<file path="config.mk">
export PLATFORM = sky130hd
export DESIGN_NAME = diff_fm_loader
export DESIGN_NICKNAME = d
export VERILOG_FILES = /design/src/rtl/diff_demo_pkg.sv /design/src/rtl/load_col_decoder.sv /design/src/rtl/diff_fm_loader.sv
export SDC_FILE = /design/constraint.sdc
export NUM_CORES = 1
export LEC_CHECK = 0
export ABC_AREA = 1
export CAP_MARGIN = 25
export CORE_AREA = 2 2 291 293
export DETAILED_ROUTE_END_ITERATION = 8
export DIE_AREA = 0 0 293 295
export GPL_ROUTABILITY_DRIVEN = 0
export PLACE_DENSITY_LB_ADDON = 0.08
export SLEW_MARGIN = 20
export SYNTH_ARGS = -nofsm -noshare
export SYNTH_HDL_FRONTEND = slang
export SYNTH_HIERARCHICAL = 1
export SYNTH_SLANG_ARGS = --single-unit
</file>
<file path="constraint.sdc">
create_clock -name clk -period 2.1 [get_ports clk]
set_input_delay 0.315 -clock clk [delete_from_list [all_inputs] [get_ports clk]]
set_output_delay 0.315 -clock clk [all_outputs]
set_load 0.1 [all_outputs]
</file>
<file path="src/rtl/diff_demo_pkg.sv">
`default_nettype none
// ============================================================================
// Module      : diff_demo_pkg
// Description : Shared configuration constants and types for the diff core
//               and its load stage.
// Revision    : 1.0 - initial release
// ============================================================================
package diff_demo_pkg;

    // Core geometry
    localparam int CONF_PE_COL          = 4;
    localparam int CONF_FM_BUF_DEPTH    = 64;
    localparam int CONF_GUARD_BUF_DEPTH = 32;

    // Width of one buffer word
    localparam int LD_DATA_W = 72;

    // Load stage controller states
    typedef enum logic [1:0] {
        LD_IDLE = 2'd0,
        LD_LOAD = 2'd1,
        LD_DONE = 2'd2
    } load_state_e;

    // Load command target select
    localparam logic LD_TGT_FM = 1'b0;
    localparam logic LD_TGT_GD = 1'b1;

    // Larger of two widths
    function automatic int ld_max(input int a, input int b);
        return (a > b) ? a : b;
    endfunction

endpackage
`default_nettype wire

</file>
<file path="src/rtl/load_col_decoder.sv">
`default_nettype none
// ============================================================================
// Module      : load_col_decoder
// Description : Maps the current column / active column count to a per-column
//               write enable vector: one-hot for sequential loads, thermometer
//               (columns 0..col_num-1) for broadcast loads.
// Revision    : 1.0 - initial release
// ============================================================================
module load_col_decoder
    import diff_demo_pkg::*;
#(
    parameter int NUM_COL = CONF_PE_COL,
    parameter int CCW     = 2,
    parameter int CNW     = 3
) (
    input  logic [CCW-1:0]     col_cnt,
    input  logic [CNW-1:0]     col_num,
    input  logic               bcast,
    input  logic               fire,
    output logic [NUM_COL-1:0] col_en
);

    genvar i;
    generate
        for (i = 0; i < NUM_COL; i++) begin : g_col
            // Column i is written on a handshake when it is the current
            // column, or when broadcasting and it lies below the active count.
            assign col_en[i] = fire & (bcast ? (CNW'(i) < col_num)
                                             : (CCW'(i) == col_cnt));
        end
    endgenerate

endmodule
`default_nettype wire

</file>
<file path="src/rtl/diff_fm_loader.sv">
`default_nettype none
// ============================================================================
// Module      : diff_fm_loader
// Description : Load stage for the diff core. Accepts a load command and a
//               72-bit word stream, scatters words into the per-column FM or
//               guard buffer write ports (sequential or broadcast), and pulses
//               load_done when the command completes.
// Revision    : 1.0 - initial release
// ============================================================================
module diff_fm_loader
    import diff_demo_pkg::*;
#(
    parameter  int NUM_COL  = CONF_PE_COL,
    parameter  int FM_DEPTH = CONF_FM_BUF_DEPTH,
    parameter  int GD_DEPTH = CONF_GUARD_BUF_DEPTH,
    localparam int FAW      = $clog2(FM_DEPTH),
    localparam int GAW      = $clog2(GD_DEPTH)
) (
    input  logic                              clk,
    input  logic                              rst_n,
    input  logic                              cmd_valid,
    output logic                              cmd_ready,
    input  logic                              cmd_target,
    input  logic                              cmd_bcast,
    input  logic [7:0]                        cmd_col_num,
    input  logic [15:0]                       cmd_base,
    input  logic [15:0]                       cmd_words,
    input  logic                              s_valid,
    output logic                              s_ready,
    input  logic [LD_DATA_W-1:0]              s_data,
    output logic [NUM_COL-1:0][FAW-1:0]       load_fm_wr_addr,
    output logic [NUM_COL-1:0][LD_DATA_W-1:0] load_fm_din,
    output logic [NUM_COL-1:0]                load_fm_wr_en,
    output logic [NUM_COL-1:0][GAW-1:0]       load_gd_wr_addr,
    output logic [NUM_COL-1:0][LD_DATA_W-1:0] load_gd_din,
    output logic [NUM_COL-1:0]                load_gd_wr_en,
    output logic                              load_busy,
    output logic                              load_done
);

    // Shared running address wide enough for either buffer
    localparam int AW  = ld_max(FAW, GAW);
    localparam int CCW = (NUM_COL > 1) ? $clog2(NUM_COL) : 1;
    localparam int CNW = $clog2(NUM_COL + 1);

    load_state_e        state_q;
    load_state_e        state_d;

    logic               tgt_q;
    logic               bcast_q;
    logic [CNW-1:0]     col_num_q;
    logic [15:0]        words_q;
    logic [AW-1:0]      base_q;
    logic [AW-1:0]      addr_q;
    logic [15:0]        word_cnt_q;
    logic [CCW-1:0]     col_cnt_q;

    logic               cmd_fire;
    logic               fire;
    logic               cmd_zero;
    logic               last_word;
    logic               last_col;
    logic [CNW-1:0]     col_num_clamped;
    logic [NUM_COL-1:0] col_en;
    logic               unused_base;

    // Handshakes are qualified by the registered state, never by the
    // combinational ready outputs, so no path exists from valid to ready.
    assign cmd_fire  = cmd_valid & (state_q == LD_IDLE);
    assign fire      = s_valid & (state_q == LD_LOAD);

    // Zero check uses the raw column count; clamping happens afterwards.
    assign cmd_zero        = (cmd_words == 16'd0) || (cmd_col_num == 8'd0);
    assign col_num_clamped = (cmd_col_num > 8'(NUM_COL)) ? CNW'(NUM_COL)
                                                         : CNW'(cmd_col_num);

    assign last_word = (word_cnt_q == (words_q - 16'd1));
    assign last_col  = ((int'(col_cnt_q) + 1) == int'(col_num_q));

    // Base bits above the address width are dropped by design.
    assign unused_base = ^(cmd_base >> AW);

    // State register
    always_ff @(posedge clk) begin
        if (!rst_n) begin
            state_q <= LD_IDLE;
        end else begin
            state_q <= state_d;
        end
    end

    // Next-state and handshake/status outputs
    always_comb begin
        state_d   = state_q;
        cmd_ready = 1'b0;
        s_ready   = 1'b0;
        load_busy = 1'b1;
        load_done = 1'b0;
        case (state_q)
            LD_IDLE: begin
                cmd_ready = 1'b1;
                load_busy = 1'b0;
                if (cmd_valid) begin
                    state_d = cmd_zero ? LD_DONE : LD_LOAD;
                end
            end
            LD_LOAD: begin
                s_ready = 1'b1;
                if (fire && last_word && (bcast_q || last_col)) begin
                    state_d = LD_DONE;
                end
            end
            LD_DONE: begin
                load_done = 1'b1;
                state_d   = LD_IDLE;
            end
            default: begin
                state_d = LD_IDLE;
            end
        endcase
    end

    // Command latch and word/column/address counters
    always_ff @(posedge clk) begin
        if (!rst_n) begin
            tgt_q      <= LD_TGT_FM;
            bcast_q    <= 1'b0;
            col_num_q  <= '0;
            words_q    <= '0;
            base_q     <= '0;
            addr_q     <= '0;
            word_cnt_q <= '0;
            col_cnt_q  <= '0;
        end else if (cmd_fire) begin
            tgt_q      <= cmd_target;
            bcast_q    <= cmd_bcast;
            col_num_q  <= col_num_clamped;
            words_q    <= cmd_words;
            base_q     <= cmd_base[AW-1:0];
            addr_q     <= cmd_base[AW-1:0];
            word_cnt_q <= '0;
            col_cnt_q  <= '0;
        end else if (fire) begin
            if (last_word && !bcast_q && !last_col) begin
                // Column finished: restart the address for the next column
                word_cnt_q <= '0;
                addr_q     <= base_q;
                col_cnt_q  <= col_cnt_q + CCW'(1);
            end else begin
                word_cnt_q <= word_cnt_q + 16'd1;
                addr_q     <= addr_q + AW'(1);
            end
        end
    end

    load_col_decoder #(
        .NUM_COL (NUM_COL),
        .CCW     (CCW),
        .CNW     (CNW)
    ) u_col_decoder (
        .col_cnt (col_cnt_q),
        .col_num (col_num_q),
        .bcast   (bcast_q),
        .fire    (fire),
        .col_en  (col_en)
    );

    // Registered buffer write ports; address/data hold when not written
    always_ff @(posedge clk) begin
        if (!rst_n) begin
            load_fm_wr_en   <= '0;
            load_gd_wr_en   <= '0;
            load_fm_wr_addr <= '0;
            load_gd_wr_addr <= '0;
            load_fm_din     <= '0;
            load_gd_din     <= '0;
        end else begin
            load_fm_wr_en <= (tgt_q == LD_TGT_FM) ? col_en : '0;
            load_gd_wr_en <= (tgt_q == LD_TGT_GD) ? col_en : '0;
            for (int c = 0; c < NUM_COL; c++) begin
                if (col_en[c]) begin
                    if (tgt_q == LD_TGT_FM) begin
                        load_fm_wr_addr[c] <= addr_q[FAW-1:0];
                        load_fm_din[c]     <= s_data;
                    end else begin
                        load_gd_wr_addr[c] <= addr_q[GAW-1:0];
                        load_gd_din[c]     <= s_data;
                    end
                end
            end
        end
    end

endmodule
`default_nettype wire

</file>
==> summary.txt <==
Worst setup path
  • Worst path bufs/invs: 3
  • Top delay family on crit path: simple AND/OR/NAND/NOR gates
  • CP Launch Type: flip-flop
  • CP max-delay cell: dfxtp_2
  • Critical path peak fanout: 14
  • Worst EP required: 2600 ps
  • CP endpoint kind: flip-flop
  • Crit Path Category: reg -> reg
  • Max stage delay on crit path: 330 ps
  • CP cell instances: inv_2 > ha_4 > inv_2 > nand2_1 > nand2_1 > nor2_2 > nand3_1 > nor2_1 > nand3_1 > nor2_4 > nand3_4 > o21ai_2 > buf_12 > nor3_1
  • Arr. time, crit path: 2510 ps

Detailed routing
  • Met2 WL: 50.5 mm
  • Via count: 23600
  • Met3 WL: 7.82 mm
  • WL/cell: 21.1 um
  • DR top layer: met4
  • First DRT Iteration DRCs: 1236
  • Remaining DRCs: 0
  • TritonRoute pass-1 iters: 5
  • Routed Antenna Nets: 0
  • DRT Wirelength: 107 mm
  • Met1 wire length: 44.8 mm
  • Vias/cell: 4.66

Pwr
  • Int Pwr: 23.2 mW
  • Pleak: 15.0 nW
  • Clk pwr share: 44.0%
  • P_sw: 9.88 mW
  • Seq pwr share: 40.8%
  • Switching Share: 29.9%
  • Combinational cell fraction of total power: 15.3%
  • VDD IR max: 0.568 mV
  • Pwr dens: 932 nW/um2

Yosys
  • Syn_nets: 3294
  • Synth top area cells: dfxtp_1 (56%), nor2_1 (19%), o21ai_0 (13%)
  • Yosys top cell area share: 55.9%
  • Synthesized-area fraction occupied by and/or/nand/nor cells: 23.0%
  • Unique masters post-synth: 36
  • Post-Synthesis Cells: 3172
  • Yosys top cell by area: dfxtp_1
  • Post-Synth Adder-Cell Area: 0.205%
  • Largest family of logic cells by synthesized area: simple AND/OR/NAND/NOR gates
  • Mux cell area share after synthesis: 0%
  • Synthesis warning total: 6
  • Compound-Gate Fraction of Synth Area: 15.3%
  • Xor and xnor area share after synthesis: 1.04%
  • Seq cells post-synth: 681
  • Synth Cell Area: 24400 um2
  • Avg Cell Area, Syn: 7.68 um2
  • Sequential area share after synthesis: 55.9%

Timing
  • Fmax: 498 MHz
  • Hold Vio Cnt, Final: 0
  • RSZ-0062 raised after global routing: yes
  • Final Critical Period: 2010 ps
  • Sum Neg Setup Slack: 0 ps
  • Least-Margin Pin Slew: 564 ps
  • Slew margin rel.: 62.3%
  • Clk_skew: 24.9 ps
  • PnR worst setup slack: 93.3 ps
  • Final worst path period share: 95.6%
  • Max Slew Vio Count: 0
  • # setup viols final: 0

Clock tree
  • Worst-Skew Late Latency: 630 ps
  • H-tree Lvls: 3
  • Post-CTS Hold Buffers: 0
  • CTS root buffer: clkbuf_16
  • Clock sink total: 681
  • Clk slew on worst S/H paths: 60 ps
  • CTS tree: yes
  • Clock buffer depth: 3
  • CTS Buf Count: 79

GRT
  • Total gr overflow: 0
  • First-pass GRT wire length: 153 mm
  • Initial antenna violation count: 1
  • Vias in the first global route: 22500
  • Pin count of the biggest net entering global routing: 137
  • Tot GR Track Use: 23.6%

Die
  • Width of the die: 293 um
  • Initial core utilization: 29.3%
  • I/O pin count: 750
  • DIE HEIGHT: 295 um
  • Num rows: 106
  • DIE AREA: 86400 um2
  • Core ar.: 83200 um2

Placement
  • DP Worst Slack: -168 ps
  • PortBufs: 739
  • Hpwl dp: 74.1 mm
  • Post-DP Area: 32500 um2

Final layout
  • Share of layout cells above drive strength 1: 25.4%
  • Final Net Count: 4038
  • Fillers: 8564
  • Layout Area Growth over Synthesis: 45.6%
  • Antenna diode count: 0
  • Finished Cell Area: 35500 um2
  • Multi-input combinational cell area: 9970 um2
  • Register Area: 13600 um2

Job
  • Maxcap violations: 0

Status
  • Status: finished, final reports clean

Hold path
  • Worst min path class: in -> reg
area by class of cell:
class	count	area share [%]
inverter	71	0.836
multi-input combinational	2207	28.1
tap	1080	3.81
clock inverter	33	1.22
timing repair buffer	876	21.1
sequential	681	38.5
clock buffer	107	6.47
layout by cell type (no fill, tap or decap), drive strengths merged:
cell	count
ha	4
clkbuf	109
o21ai	653
o211ai	1
o31ai	1
clkinvlp	2
clkinv	24
bufinv	8
nand3	20
inv	70
a31oi	2
dfxtp	681
buf	768
nor3	9
and3	1
nand3b	5
a32o	2
nor4	6
o21bai	1
xor2	12
xnor2	17
nand2	133
nor2	1252
o22ai	4
a21oi	76
clkdlybuf4s50	106
nand4	8
power by group through the flow:
stage / sequential [mW] / combinational (mW) / clock (mW)
6_report: 13.5 / 5.05 / 14.5
5_1_grt: 13.5 / 5.35 / 15.4
4_1_cts: 13.5 / 4.97 / 14.9
3_5_place_dp: 13.8 / 4.95 / 0
3_3_place_gp: 13.8 / 4.96 / 0
2_1_floorplan: 15.7 / 1.40 / 0
per-layer routing:
| layer | vias to the layer above | global-route usage, % |
|---|---|---|
| met2 | 680 | 39.9 |
| li1 | 11700 | - |
| met5 | - | 0 |
| met4 | 0 | 8.69 |
| met1 | 11000 | 28.6 |
| met3 | 166 | 6.67 |
sequential cells by signal, summed over array words and instances (netlist names):
register and flops:
base_q 6, load_fm_din 288, words_q 16, state_q 2, col_num_q 3, load_gd_din 288
word_cnt_q 16, bcast_q 1, load_gd_wr_addr 20, addr_q 6, load_fm_wr_addr 24, tgt_q 1
col_cnt_q 2, load_fm_wr_en 4, load_gd_wr_en 4
worst register-to-register path, cell delays in order, from the launching register on:
cell and delay (ps):
dfxtp_2 330, inv_2 50, ha_4 270, inv_2 30, nand2_1 50, nand2_1 50
nor2_2 110, nand3_1 90, nor2_1 110, nand3_1 130, nor2_4 150, nand3_4 120
o21ai_2 200, buf_12 170, nor3_1 60
stage by stage:
step                total power [mW]  hold slack (ps)  std cells  utilization (%)
finish                          33.1             34.6       5055             42.7
global route                    34.3             24.1       5055             42.7
floorplan                       17.1              443       3172                -
CTS                             33.4            0.951       5047             42.3
global placement                18.7              450       4907             39.0
detailed placement              18.7              457       4907             39.0
what timing repair did:
action	in CTS	in global routing
resized for setup	4	56
buffers inserted	0	6
pin swaps	2	20
hold endpoints to repair	0	0
setup endpoints to repair	4	52
gates cloned	0	2
cells in the mapped netlist:
cell	instances
clkinv_1	4
nor2_2	10
nand3b_1	5
o21ai_0	649
o21bai_1	1
nand2_2	6
a32o_1	2
o21ai_2	2
a21oi_1	76
inv_2	8
o21ai_1	2
nor4_2	1
inv_6	1
dfxtp_1	681
o211ai_1	1
nor4_1	5
nand2_1	125
nor3_1	9
a31oi_1	2
nor2_8	2
buf_1	1
o31ai_1	1
nand3_1	18
nand3_2	2
o22ai_1	4
nor2_4	4
nand4_1	8
xor2_1	12
ha_1	4
xnor2_1	17
clkbuf_1	209
nand2_4	2
buf_6	3
nor2_1	1236
and3_1	1
inv_1	58
worst paths after layout:
check                           startpoint                to  slack [ps]  cells past startpoint
worst min register to register   base_q[4]         addr_q[4]         460                      2
worst max-delay path            words_q[0]    word_cnt_q[13]          90                     14
worst min-delay path                 rst_n  load_fm_din[215]          30                      3
worst max register to register  words_q[0]    word_cnt_q[13]          90                     14
logic make-up (layout without fill, tap and decap cells):
logic type / after synthesis / count (layout)
simple gates: 1434 / 1434
flops: 681 / 681
buf+inv: 284 / 1087
xor+xnor: 29 / 29
compound gates: 740 / 740
fa+ha+maj: 4 / 4
Note: power is estimated with default switching activity, not from simulation.
